$ cat src/rtl/call_stack.sv
// Hardware return-address stack: CALL pushes, RTN pops, with the top entry
// presented combinationally for same-cycle jump targets. Overflow and
// underflow are latched as sticky faults and raised as a halt request.
module call_stack #(
  parameter int WIDTH = 16,
  parameter int DEPTH = 16,
  parameter int PTR_W = $clog2(DEPTH)
) (
  input  logic             clk,
  input  logic             rst_n,
  input  logic             en,
  input  logic             move_fp,
  input  logic             push_up,
  input  logic [WIDTH-1:0] push_data,
  input  logic [PTR_W-1:0] peek_idx,
  input  logic             err_clr,
  output logic [WIDTH-1:0] top_data,
  output logic [WIDTH-1:0] peek_data,
  output logic [PTR_W:0]   depth,
  output logic             empty,
  output logic             full,
  output logic             overflow,
  output logic             underflow,
  output logic             halt_req
);

  localparam logic [PTR_W:0] DEPTH_C = (PTR_W+1)'(DEPTH);

  logic [WIDTH-1:0] mem [DEPTH];
  logic [PTR_W:0]   count;
  logic [PTR_W-1:0] top_idx;
  logic [PTR_W-1:0] peek_pos;
  logic             peek_ok;
  logic             push_req, pop_req;
  logic             do_push, do_pop;
  logic             ovf_set, unf_set;

  assign depth    = count;
  assign empty    = (count == '0);
  assign full     = (count == DEPTH_C);
  assign halt_req = overflow | underflow;

  // Low pointer bits wrap to DEPTH-1 when full, which is exactly the top slot.
  assign top_idx  = count[PTR_W-1:0] - PTR_W'(1);
  assign peek_pos = top_idx - peek_idx;
  assign peek_ok  = ({1'b0, peek_idx} < count);

  assign top_data  = empty   ? '0 : mem[top_idx];
  assign peek_data = peek_ok ? mem[peek_pos] : '0;

  assign push_req = en & move_fp & ~push_up;
  assign pop_req  = en & move_fp &  push_up;

  // Fault events are evaluated even while halted; data movement is not.
  assign ovf_set = push_req & full;
  assign unf_set = pop_req  & empty;
  assign do_push = push_req & ~full  & ~halt_req;
  assign do_pop  = pop_req  & ~empty & ~halt_req;

  // Storage array: write the slot just above the current top on a push.
  always_ff @(posedge clk or negedge rst_n) begin
    if (!rst_n) begin
      for (int i = 0; i < DEPTH; i++) mem[i] <= '0;
    end else if (do_push) begin
      mem[count[PTR_W-1:0]] <= push_data;
    end
  end

  // Entry count, saturating at 0 and DEPTH by construction of do_push/do_pop.
  always_ff @(posedge clk or negedge rst_n) begin
    if (!rst_n)       count <= '0;
    else if (do_push) count <= count + (PTR_W+1)'(1);
    else if (do_pop)  count <= count - (PTR_W+1)'(1);
  end

  // Sticky fault flags; a new fault wins over a simultaneous clear.
  always_ff @(posedge clk or negedge rst_n) begin
    if (!rst_n) begin
      overflow  <= 1'b0;
      underflow <= 1'b0;
    end else begin
      if (ovf_set)      overflow  <= 1'b1;
      else if (err_clr) overflow  <= 1'b0;
      if (unf_set)      underflow <= 1'b1;
      else if (err_clr) underflow <= 1'b0;
    end
  end

endmodule

$ cat config.mk
export PLATFORM = sky130hd
export DESIGN_NAME = call_stack
export DESIGN_NICKNAME = d
export VERILOG_FILES = /design/src/rtl/call_stack.sv
export SDC_FILE = /design/constraint.sdc
export NUM_CORES = 1
export LEC_CHECK = 0
export CAP_MARGIN = 5
export CORE_MARGIN = 4
export CORE_UTILIZATION = 45
export CTS_BUF_LIST = sky130_fd_sc_hd__clkbuf_4
export DETAILED_ROUTE_END_ITERATION = 16
export GPL_TIMING_DRIVEN = 0
export PLACE_DENSITY_LB_ADDON = 0.2
export SYNTH_ARGS = -nofsm -noshare
export SYNTH_HDL_FRONTEND = slang
export SYNTH_SLANG_ARGS = --single-unit
$ cat constraint.sdc
create_clock -name clk -period 6.6 [get_ports clk]
set_input_delay 0.66 -clock clk [delete_from_list [all_inputs] [get_ports clk]]
set_output_delay 0.66 -clock clk [all_outputs]
set_load 0.02 [all_outputs]
## Yosys cells after proc, flatten, opt, wreduce, memory -nomap -nowiden

Cells that the tools add are included.

- Add/sub/neg operators: 4
- $lt $le $gt $ge: 5
- Equality and inequality tests: 1
- Mux-type cells: 16
- Bitwise logic cells: 17
- Reduce and logical (&&, ||, !) cells: 5

Operators with widths:

| cell | count |
|---|---|
| $bwmux 256 | 1 |
| $bmux 16 s4 | 2 |
| $mux 16 | 7 |
| $demux 16 s4 | 1 |
| $ge 5x5->1 const B | 3 |
| $not 4->5 | 3 |
| $mux 5 | 2 |
| $and 1x1->1 | 9 |
| $reduce_bool 2->1 | 3 |
| $add 5x1->5 const B | 1 |
| $eq 5x5->1 const B | 1 |
| $logic_not 5->1 | 1 |
| $lt 4x5->1 | 1 |
| $lt 5x1->1 const B | 1 |
| $sub 5x1->5 const B | 1 |
| $not 1->1 | 4 |
| $sub 4x1->4 const B | 1 |
| $sub 4x4->4 | 1 |
| $mux 1 | 3 |
| $logic_and 1x1->1 | 1 |
| $or 1x1->1 | 1 |

- Register bits after elaboration: 263
- Input bits: 26
- Word-level logic and storage cells: 67

## Logic depth before layout (Yosys ltp)

- Word-level depth: 7
- Mapped depth: 13
- Gate-level depth less buffers: 10

## Worst setup path before layout

Ideal clock, no wire load.

- Path type: register to output
- Start point: reg count[0], in the netlist depth[0]
- End point: out peek_data[10]
- Data arrival time: 3.714 ns
- Required time: 5.940 ns
- Setup slack: 2.226 ns
- Stages on the path, launching flop included: 14
- Buffers on the path: 3
- Cell sequence: dfrtp_1 buf_2 inv_1 ha_1 xnor2_1 inv_2 buf_1 ha_1 xnor2_1 clkbuf_1 a2111oi_0 nor4_1 nand3_1 mux2i_1

- Longest elaborated chain between the ends: 7
- Elaborated cells between the ends (all ways): 8
- Those cells by class: add/sub: 2; order compare: 1; mux: 4; bitwise: 1

RTL lines:

| element | RTL line | text |
|---|---|---|
| from (decl) | 30 | `logic [PTR_W:0] count;` |
| from (signal assigned) | 72 | `else if (do_push) count <= count + (PTR_W+1)'(1);` |
| from (signal assigned) | 73 | `else if (do_pop) count <= count - (PTR_W+1)'(1);` |
| $sub 4x1->4 | 44 | `assign top_idx = count[PTR_W-1:0] - PTR_W'(1);` |
| named net top_idx[0] | 31 | `logic [PTR_W-1:0] top_idx;` |
| $sub 4x4->4 | 45 | `assign peek_pos = top_idx - peek_idx;` |
| $not 4->5 (implied by the code) | 49 | `assign peek_data = peek_ok ? mem[peek_pos] : '0;` |
| $bmux 16 s4 | 49 |  |
| $mux 16 (implied by the code) (2 in series) | 49 |  |
| $mux 16 | 49 |  |
| to (decl) | 18 | `output logic [WIDTH-1:0] peek_data,` |

The timed path passes the listed nets, and every way through them passes these cells. The select of a mux whose other input is x is not followed.

## Final worst setup path

- Start point: reg count[0], in the netlist depth[0]
- End point: out peek_data[6]

Same word-level chain as after synthesis.

==> results_dict.tcl <==
set metrics [dict create \
    status "finished, final reports clean" \
    die_w_um 192 \
    final_util_pct 52.5 \
    syn_nets 1413 \
    grt_pass1_wl_mm 77.3 \
    critPathMaxFanout 19 \
    cp.arrival_ps 5800 \
    critical_path_class "reg -> out" \
    vias_per_cell 6.19 \
    worst_pin_slew_ps 1020 \
    cts_buffer_depth 3 \
    endpoint_kind "output pin" \
    wl_per_cell_um 25.2 \
    ys_seq_elements 263 \
    area_growth_pct 15.2 \
    grt_start_max_net_pins 115 \
    htreeDepth 3 \
    gp_congestion 0.931 \
    crit_path_cell_trace "buf_4, inv_1, ha_1, xnor2_1, inv_2, ha_2, xor2_4, clkbuf_2, a2111oi_0, nor4_1, nand3_1, mux2i_1, clkdlybuf4s50_1" \
    io_buffers 67 \
    vias 12500 \
    routed_wl_mm 50.7 \
    slowest_delay_ps 700 \
    slew_viol_final 0 \
    rsz0062_at_grt "false" \
    finalHoldViolations 0 \
    die_area_um2 36900 \
    seq_area_frac_synth_pct 43.2 \
    final_layout_size_suffix_gt1_share_pct 26.3 \
    final-setup-viol-count 0 \
    yosys_warnings 0 \
    core-area_um2 33400 \
    yosysUniqueCellTypes 46 \
    fin_crit_ps 6460 \
    io_pins 68 \
    maxCapViolCount 0 \
    clock.fmax_mhz 155 \
    start_util_pct 45.6 \
    start_kind "register" \
    path_clk_slew_ps 70 \
    antenna_left 0 \
    synth-main-ff-cell "dfrtp_1" \
    die_y_um 192 \
    fin_worst_skew_ps 60.4 \
    synthTopCellsByArea "dfrtp_1 (43%), mux2_2 (18%), mux2i_1 (10%), a2111oi_0 (3.7%), nor2b_1 (2.7%)" \
    syn-cell-area_um2 15200 \
    cts_tree "yes" \
    antenna_found_initial 1 \
    cts_sinks 263 \
    synth_edf_count 0 \
    max_slew_margin_pct 31.5 \
    drc 0 \
    insertion_delay_ps 740 \
    post-dp-hpwl_mm 36.8 \
    drt_iter0_markers 1053 \
    grt-ovfl-total 0 \
    nNetsFinal 1559 \
    synth_top_area_cell "dfrtp_1" \
    hold_path_class "in -> async" \
    grt_pass1_vias 12900 \
    cp.required_ps 5940 \
    timing.final.crit_share_pct 97.8 \
    cts_root_buf "clkbuf_4" \
    avgSynthCellArea_um2 11.1 \
    fp-row-count 67 \
    slowest_stage "clkdlybuf4s50_1" \
    dr.pass1.iters 6 \
    grt_use_total_pct 27.8 \
    synthCells 1370 \
    synth-async-reset-ratio_pct 100 \
    cts_buffers 75 \
    yosysTopAreaCellShare_pct 43.2 \
]
through the flow:
| step | hold slack (ps) | setup WS (ps) | cells | area (um^2) | setup TNS, ps |
|---|---|---|---|---|---|
| after floorplan | 364 | 2230 | 1370 | 15200 | 0 |
| after global placement | 497 | -6670 | 1885 | 16500 | -1749000 |
| after detailed placement | 503 | -186 | 1887 | 16500 | -1350 |
| after CTS | 385 | 142 | 2009 | 17500 | 0 |
| after global routing | 425 | 43.8 | 2013 | 17600 | 0 |
| final | 433 | 144 | 2013 | 17600 | 0 |
layer usage:
layer  vias up  routed length, um  part of all wire [%]  track usage, %
met5         -                  0                     0               0
li1       5469                  -                     -               -
met4         0               2310                   4.6            12.9
met3       159               3750                   7.4            5.47
met1      6255              21800                    43            37.4
met2       587              22900                    45            43.5
final timing paths:
path / from / endpoint / slack, ps / cells past startpoint
max in group asynchronous: rst_n / mem[162]$_DFFE_PN0P_ / 5200 / 3
hold / removal: rst_n / mem[122]$_DFFE_PN0P_ / 430 / 2
min in group clk: mem[214]$_DFFE_PN0P_ / mem[214]$_DFFE_PN0P_ / 520 / 1
hold reg to reg: mem[214]$_DFFE_PN0P_ / mem[214]$_DFFE_PN0P_ / 520 / 1
setup / recovery: depth[0]$_DFFE_PN0P_ / peek_data[6] / 140 / 13
setup reg to reg: depth[0]$_DFFE_PN0P_ / mem[250]$_DFFE_PN0P_ / 3130 / 9
final cells by class:
class                   count  area [um^2]
clock buffers             103          773
inverters                  13         48.8
plain buffers             118          513
diodes                      4         10.0
clock inverters            19          163
fillers                  3030        15900
multi-input cells         975         8170
flip-flops and latches    263         6580
well taps                 448          561
repair buffers             70          741
logic make-up (layout without fill, tap and decap cells):
| logic type | count (synthesis) | in the layout | share of synthesized area, % |
|---|---|---|---|
| AO/OA/AOI/OAI | 158 | 158 | 8.04 |
| XOR/XNOR | 11 | 11 | 0.854 |
| adder cells (fa/ha/maj) | 17 | 17 | 1.49 |
| buffers and inverters | 132 | 323 | 3.55 |
| flip-flops | 263 | 263 | 43.2 |
| multiplexers | 417 | 417 | 29.9 |
| other | 0 | 4 | 0 |
| AND/OR/NAND/NOR | 372 | 372 | 13.0 |
synthesized netlist by cell type (16+ instances only):
| library cell | count |
|---|---|
| dfrtp_1 | 263 |
| mux2_2 | 240 |
| mux2i_1 | 155 |
| nand2_1 | 107 |
| clkbuf_1 | 86 |
| nor2b_1 | 67 |
| a2111oi_0 | 64 |
| and3_1 | 64 |
| nand3_1 | 63 |
| nor4_1 | 32 |
| a22oi_1 | 30 |
| a21oi_1 | 20 |
| mux2_1 | 17 |
| buf_2 | 16 |
layout by cell type (no fill, tap or decap), types with 9 or more instances in the layout:
cell / instances
dfrtp_1: 262
mux2_2: 240
mux2i_1: 155
nand2_1: 107
clkbuf_4: 103
clkbuf_1: 79
nor2b_1: 67
clkdlybuf4s50_1: 66
a2111oi_0: 64
and3_1: 64
nand3_1: 63
nor4_1: 31
a22oi_1: 30
a21oi_1: 20
mux2_1: 17
a32oi_1: 15
a31oi_1: 15
nor3_1: 15
ha_1: 14
buf_2: 13
inv_1: 12
clkinv_1: 11
buf_4: 10
nor2_1: 9
worst max-delay path, delay by kind of cell, from the launching register on:
kind | cells | cell delay (ps)
compound gates | 1 | 130
fa+ha+maj | 2 | 830
xor+xnor | 2 | 670
buf+inv | 5 | 1910
mux | 1 | 390
flops | 1 | 500
simple gates | 2 | 660
sequential cells by signal, summed over array words and instances, names as in the netlist:
name	count
underflow	1
overflow	1
depth	5
mem	256
repair_timing:
item	4_1_cts	5_1_grt
endpoints found under the hold margin	48	0
hold buffers	1	0
buffers inserted	0	0
endpoints found under the setup margin	16	15
gates resized for setup	15	9
pin swaps	0	1
Power is left out: the tool's default activity adds up to more than one toggle a clock period on the data nets, which glitch-free logic cannot reach.
